**src/rtl/right_rotate_pipe_pkg.sv**
```systemverilog
// Shared constants for the right-rotate pipeline and its sibling shifters.
// Default width, count width and per-stage rotate amounts.
package right_rotate_pipe_pkg;

    localparam int RR_N = 16;
    localparam int RR_C = 4;

    localparam int RR_AMT_S1 = 8;
    localparam int RR_AMT_S2 = 4;
    localparam int RR_AMT_S3 = 2;
    localparam int RR_AMT_S4 = 1;

endpackage

```
**src/rtl/mux2_1.sv**
```systemverilog
// Generic two-input multiplexer shared by the shifter blocks.
// sel=0 passes a, sel=1 passes b.
module mux2_1 #(
    parameter int W = 1
) (
    input  logic         sel,
    input  logic [W-1:0] a,
    input  logic [W-1:0] b,
    output logic [W-1:0] y
);

    assign y = sel ? b : a;

endmodule

```
**src/rtl/right_rotate_pipe_stage.sv**
```systemverilog
// One registered rotate stage: rotates right by AMT when the
// matching count bit is set, carrying valid and count alongside.
module right_rotate_stage
    import right_rotate_pipe_pkg::*;
#(
    parameter int N   = RR_N,
    parameter int C   = RR_C,
    parameter int AMT = 1
) (
    input  logic         clk,
    input  logic         rst_n,
    input  logic         advance,
    input  logic         validIn,
    input  logic [N-1:0] dataIn,
    input  logic [C-1:0] cntIn,
    output logic         validOut,
    output logic [N-1:0] dataOut,
    output logic [C-1:0] cntOut
);

    localparam int SEL = $clog2(AMT);

    logic [N-1:0] rotated;
    logic [N-1:0] selected;

    assign rotated = {dataIn[AMT-1:0], dataIn[N-1:AMT]};

    mux2_1 #(
        .W(N)
    ) uMux (
        .sel(cntIn[SEL]),
        .a  (dataIn),
        .b  (rotated),
        .y  (selected)
    );

    // Load a new operation on advance; hold everything otherwise.
    always_ff @(posedge clk or negedge rst_n) begin
        if (!rst_n) begin
            validOut <= 1'b0;
            dataOut  <= '0;
            cntOut   <= '0;
        end else if (advance) begin
            validOut <= validIn;
            if (validIn) begin
                dataOut <= selected;
                cntOut  <= cntIn;
            end
        end
    end

endmodule

```
**src/rtl/right_rotate_pipe.sv**
```systemverilog
// Four-stage pipelined right rotator with valid/ready flow control.
// Stages rotate by 8, 4, 2, 1 under control of Cnt[3..0].
module right_rotate_pipe
    import right_rotate_pipe_pkg::*;
#(
    parameter int N = RR_N,
    parameter int C = RR_C
) (
    input  logic         clk,
    input  logic         rst_n,
    input  logic [N-1:0] In,
    input  logic [C-1:0] Cnt,
    input  logic         in_valid,
    output logic         in_ready,
    output logic [N-1:0] Out,
    output logic         out_valid,
    input  logic         out_ready,
    output logic [2:0]   occupancy
);

    logic         s1Valid, s2Valid, s3Valid, s4Valid;
    logic [N-1:0] s1Data, s2Data, s3Data, s4Data;
    logic [C-1:0] s1Cnt, s2Cnt, s3Cnt, s4Cnt;
    logic         adv1, adv2, adv3, adv4;
    logic         unusedCnt;

    // A stage moves when it is empty or its successor moves.
    assign adv4 = !s4Valid || out_ready;
    assign adv3 = !s3Valid || adv4;
    assign adv2 = !s2Valid || adv3;
    assign adv1 = !s1Valid || adv2;

    assign in_ready  = adv1;
    assign out_valid = s4Valid;
    assign Out       = s4Data;
    assign unusedCnt = ^s4Cnt;

    assign occupancy = 3'(s1Valid) + 3'(s2Valid)
                     + 3'(s3Valid) + 3'(s4Valid);

    right_rotate_stage #(
        .N(N), .C(C), .AMT(RR_AMT_S1)
    ) uS1 (
        .clk     (clk),
        .rst_n   (rst_n),
        .advance (adv1),
        .validIn (in_valid),
        .dataIn  (In),
        .cntIn   (Cnt),
        .validOut(s1Valid),
        .dataOut (s1Data),
        .cntOut  (s1Cnt)
    );

    right_rotate_stage #(
        .N(N), .C(C), .AMT(RR_AMT_S2)
    ) uS2 (
        .clk     (clk),
        .rst_n   (rst_n),
        .advance (adv2),
        .validIn (s1Valid),
        .dataIn  (s1Data),
        .cntIn   (s1Cnt),
        .validOut(s2Valid),
        .dataOut (s2Data),
        .cntOut  (s2Cnt)
    );

    right_rotate_stage #(
        .N(N), .C(C), .AMT(RR_AMT_S3)
    ) uS3 (
        .clk     (clk),
        .rst_n   (rst_n),
        .advance (adv3),
        .validIn (s2Valid),
        .dataIn  (s2Data),
        .cntIn   (s2Cnt),
        .validOut(s3Valid),
        .dataOut (s3Data),
        .cntOut  (s3Cnt)
    );

    right_rotate_stage #(
        .N(N), .C(C), .AMT(RR_AMT_S4)
    ) uS4 (
        .clk     (clk),
        .rst_n   (rst_n),
        .advance (adv4),
        .validIn (s3Valid),
        .dataIn  (s3Data),
        .cntIn   (s3Cnt),
        .validOut(s4Valid),
        .dataOut (s4Data),
        .cntOut  (s4Cnt)
    );

endmodule
```
**config.mk**
```make
export PLATFORM = sky130hd
export DESIGN_NAME = right_rotate_pipe
export DESIGN_NICKNAME = d
export VERILOG_FILES = /design/src/rtl/right_rotate_pipe_pkg.sv /design/src/rtl/mux2_1.sv /design/src/rtl/right_rotate_pipe_stage.sv /design/src/rtl/right_rotate_pipe.sv
export SDC_FILE = /design/constraint.sdc
export NUM_CORES = 1
export LEC_CHECK = 0
export ABC_AREA = 1
export CORE_MARGIN = 2
export CORE_UTILIZATION = 59
export DETAILED_ROUTE_END_ITERATION = 8
export GPL_TIMING_DRIVEN = 0
export PLACE_DENSITY = 0.9
export SYNTH_ARGS = -nofsm -noshare
export SYNTH_HDL_FRONTEND = slang
export SYNTH_SLANG_ARGS = --single-unit
```
**constraint.sdc**
```tcl
create_clock -name clk -period 2.9 [get_ports clk]
set_input_delay 0.29 -clock clk [delete_from_list [all_inputs] [get_ports clk]]
set_output_delay 0.29 -clock clk [all_outputs]
set_load 0.05 [all_outputs]
```
Yosys cells after proc, flatten, opt, wreduce, memory -nomap -nowiden
Index checks and enable logic that the tools add are counted.

Reduce and logical (&&, ||, !) cells: 12. Add/subtract/negate cells: 3. Multiplexer cells: 4.

Operators by type and width (count): 16-bit two-way mux (4); 2-bit AND reduction (4); 1-bit zero test (4); 1-bit logical OR (4); 2-bit by 1-bit adder with 3-bit output (1); 3-bit by 1-bit adder with 3-bit output (1); 1-bit by 1-bit adder with 2-bit output (1).

Bits in registers: 74. Output and inout bits: 21. Input port bits: 24. Logic and storage cells: 30.

Depth between registers and ports, before layout
Word-level depth: 6. Mapped depth: 8. Mapped depth without buffers: 7.

By module
Synthesis repeated with hierarchy kept, for this count alone.

Cell total of the unflattened synthesis: 581. Area total of the unflattened synthesis: 4342.9 µm².

Modules (own cells, without submodules): right_rotate_stage (area an instance 818.3 µm², seq. area each 525.5 µm², cells an instance 90, times used 4); mux2_1 (area an instance 244.0 µm², seq. area each 0.0 µm², cells an instance 52, times used 4); right_rotate_pipe (area an instance 93.8 µm², seq. area each 0.0 µm², cells an instance 13, times used 1).

Worst setup path before layout
No wires, ideal clock.

Path kind: register -> output. Start: register uS4.validOut. End: output occupancy[1]. Cell stages (with the launch flop): 6. Required time: 2.610 ns. Arrival: 2.030 ns. Buffers on the path: 0. Slack: 0.580 ns. Cell sequence: dfrtp_1 inv_2 fa_1 inv_1 ha_1 ha_1.

Longest elaborated chain between the ends: 1.

RTL lines: start: declaration (RTL line right_rotate_pipe_stage.sv:16) `output logic validOut,`; start signal: assignment (RTL line right_rotate_pipe_stage.sv:44) `validOut <= validIn;`; 3-bit by 1-bit adder with 3-bit output (RTL line right_rotate_pipe.sv:39) `+ 3'(s3Valid) + 3'(s4Valid);`; end: declaration (RTL line right_rotate_pipe.sv:18) `output logic [2:0] occupancy`.

No other way between the ends.

Worst setup path after layout
Start: register uS1.validOut. End: output occupancy[0].

Longest elaborated chain between the ends: 3.

RTL lines: start: declaration (RTL line right_rotate_pipe_stage.sv:16); start signal: assignment (RTL line right_rotate_pipe_stage.sv:44); 1-bit by 1-bit adder with 2-bit output (RTL line right_rotate_pipe.sv:38) `assign occupancy = 3'(s1Valid) + 3'(s2Valid)`; 2-bit by 1-bit adder with 3-bit output (RTL line right_rotate_pipe.sv:39); 3-bit by 1-bit adder with 3-bit output (RTL line right_rotate_pipe.sv:39).

No other way between the ends.

==> summary.txt <==
==============================================================================
Nets@finish                                                                529
Detailed-placement wirelength estimate                                 5470 um
Tmin final                                                             2780 ps
Cell type contributing the most total cell area after synthesis   sky130_fd_sc_hd__dfrtp_1
Crit. End Element                                                 primary output
Count of inserted antenna diode cells                                        0
CTS tree                                                                  done
Leading cell type in the layout, fill and taps excluded           sky130_fd_sc_hd__nand2_1
Drc violations                                                               0
Count of mapped cells out of synthesis                                     447
Highest attainable clock frequency                                     360 MHz
Avg Cell Area, Syn                                                   7.90 um^2
First-iteration detailed-routing DRC count                                  76
Worst Setup Slack post-DPL                                              309 ps
Via count of the first global-routing pass                                2956
Slew at the pin closest to its max-slew limit                           877 ps
Clk buf depth                                                                2
GP Congestion                                                            0.879
Layer carrying the most global-route usage                                met2
Met2 capacity usage during global routing                                47.0%
Non-Filler Cell Area, Final                                       0.00432 mm^2
Layout Utilization                                                       73.8%
Overall die width                                                      81.4 um
Min-delay worst type                                               in -> async
First-pass GRT wire length                                            12600 um
Initial standard-cell utilization of the core                            60.4%
Core footprint                                                    0.00585 mm^2
Final Setup Violations                                                       0
Setup TNS after final layout                                              0 ps
Flop and latch count out of synthesis                                       74
Unrepaired setup endpoints after global routing                             no
Max-cap violations                                                           0
Final Instance Count excl. Fillers                                         582
Post-DRT Antenna Nets                                                        0
Total detailed-routing wirelength                                      7160 um
Clock-pin transition on the worst setup and hold timing paths            80 ps
Share of cells above drive strength 1                                    8.88%
Ratio of routed vias to standard cells                                    5.17
Top library cells by usage in the layout, fill and taps aside     126 x sky130_fd_sc_hd__nand2_1, 74 x sky130_fd_sc_hd__dfrtp_1, 69 x sky130_fd_sc_hd__o21ai_0, 41 x sky130_fd_sc_hd__clkdlybuf4s50_1, 40 x sky130_fd_sc_hd__inv_1
Die Y-Extent                                                           81.4 um
Relative slew slack                                                      41.5%
Placed instance area                                              0.00406 mm^2
Crit path DAT                                                          2490 ps
Initial antenna violation count                                              0
PwrDens                                                           1090 mW/mm^2
Startpoint class of the critical path                                flip-flop
Worst EP required                                                      2610 ps
Minimum setup slack in the final design                                 120 ps
Area contributors post-synth                                      sky130_fd_sc_hd__dfrtp_1 52%, sky130_fd_sc_hd__nand2_1 13%, sky130_fd_sc_hd__o21ai_0 9.8%
Slew Limit Fails                                                             0
Leakage power                                                          2.08 nW
Worst-case hold slack                                                  68.9 ps
YS warnings                                                                  0
Total number of placement rows                                              28
Overall die area                                                  0.00662 mm^2
Post-Syn Area                                                     0.00353 mm^2
Grt ovf                                                                      0
Wire length per cell after detailed routing                            12.3 um
Share of Yosys cell area claimed by the top area cell type               52.4%
Syn_nets                                                                   474
Critical Path Fanout Max                                                     5
Num ports                                                                   45
Met1 Track Usage GR                                                      27.4%
Clk root buf                                                      sky130_fd_sc_hd__clkbuf_8
Tot GR Track Use                                                         25.1%
Path type of the worst setup path                                   reg -> out
Clock Skews                                                            9.52 ps
Cts bufs inserted                                                            9
Met3 layer usage reported by global route                                4.11%
Peak ir drop on the vdd network                                     0.000677 V
First-pass iteration count of the detailed router                            4
Fin crit share                                                           95.9%
Final Hold Violating Endpoints                                               0
Reg2Reg Setup Slack                                                    1560 ps
Final Power                                                            4.70 mW
Largest net degree at the start of global routing                           75
Synth unique cells                                                          20
Run status                                                        finished clean
Share of the yosys chip area belonging to registers                      52.4%
Total vias in the final route                                             3011
Number of buffers added on ports                                            44
CTS Hold Buffers Added                                                       0
Dpl cells                                                                  566
Clock sink count                                                            74
H-tree depth                                                                 3
P&R area growth vs syn                                                   22.2%
Clk_lat worst skew                                                      350 ps
Post-CTS Setup Inserts                                                       0
==============================================================================
synth_stat cells:
library cell               count
sky130_fd_sc_hd__nand2_1     126
sky130_fd_sc_hd__dfrtp_1      74
sky130_fd_sc_hd__o21ai_0      69
sky130_fd_sc_hd__inv_1        40
sky130_fd_sc_hd__a21oi_1      36
sky130_fd_sc_hd__nor2_1       36
sky130_fd_sc_hd__nand3_1      22
sky130_fd_sc_hd__buf_2        11
sky130_fd_sc_hd__clkbuf_1     11
sky130_fd_sc_hd__o21ai_2       8
sky130_fd_sc_hd__buf_4         2
sky130_fd_sc_hd__ha_1          2
sky130_fd_sc_hd__inv_2         2
sky130_fd_sc_hd__nand2_2       2
sky130_fd_sc_hd__buf_1         1
sky130_fd_sc_hd__buf_6         1
sky130_fd_sc_hd__fa_1          1
sky130_fd_sc_hd__nand4_1       1
sky130_fd_sc_hd__nor2_2        1
sky130_fd_sc_hd__nor2_4        1
critical path, stage by stage (launching register included):
cell                              delay [ps]
sky130_fd_sc_hd__dfrtp_1                 430
sky130_fd_sc_hd__inv_1                   100
sky130_fd_sc_hd__fa_1                    520
sky130_fd_sc_hd__inv_1                    40
sky130_fd_sc_hd__ha_1                    260
sky130_fd_sc_hd__clkdlybuf4s50_1         790
where the power goes:
part	total, mW	internal, mW	switching [mW]
logic	2.06	0.695	1.36
clock network	0.982	0.615	0.367
registers	1.65	1.41	0.240
sequential cells by signal, summed over array words and instances (netlist names), 2 cells and up:
register / count
uS2.cntOut: 2
uS1.cntOut: 3
uS4.dataOut: 16
uS3.dataOut: 16
uS1.dataOut: 16
uS2.dataOut: 16
metal layers:
layer  wire length [um]  share of wire (%)
met5                  0                  0
met1               2840                 40
met2               3940                 55
met3                226                3.2
met4                153                2.1
area by class of cell:
cell class / count / area, um^2
buffer: 26 / 126
clock buffer: 11 / 151
clock inverter: 5 / 100
fill: 445 / 1540
inverter: 42 / 158
multi-input combinational: 305 / 1400
sequential: 74 / 1850
tap: 75 / 93.8
timing repair buffer: 44 / 439
worst paths after layout:
kind,start,end,depth (start not counted)
setup / recovery,uS1.validOut$_DFFE_PN0P_,occupancy[0],5
hold / removal,rst_n,uS4.dataOut[14]$_DFFE_PN0P_,1
setup reg to reg,uS4.validOut$_DFFE_PN0P_,uS3.dataOut[12]$_DFFE_PN0P_,8
hold reg to reg,uS1.dataOut[9]$_DFFE_PN0P_,uS1.dataOut[9]$_DFFE_PN0P_,2
max in group asynchronous,rst_n,uS2.dataOut[1]$_DFFE_PN0P_,1
min in group clk,uS1.dataOut[9]$_DFFE_PN0P_,uS1.dataOut[9]$_DFFE_PN0P_,2
cells by family after synthesis:
kind of cell | after synthesis | share of synthesized area, %
and+or+nand+nor | 189 | 21.4
AOI/OAI and AO/OA | 113 | 16.9
DFF | 74 | 52.4
buffers and inverters | 68 | 8.04
adders and majority gates | 3 | 1.28
repair_timing:
action | CTS | global route
gates resized for setup | 1 | 1
hold endpoints to repair | 0 | 0
setup endpoints to repair | 1 | 1
Power figures use the tool's default switching activity.
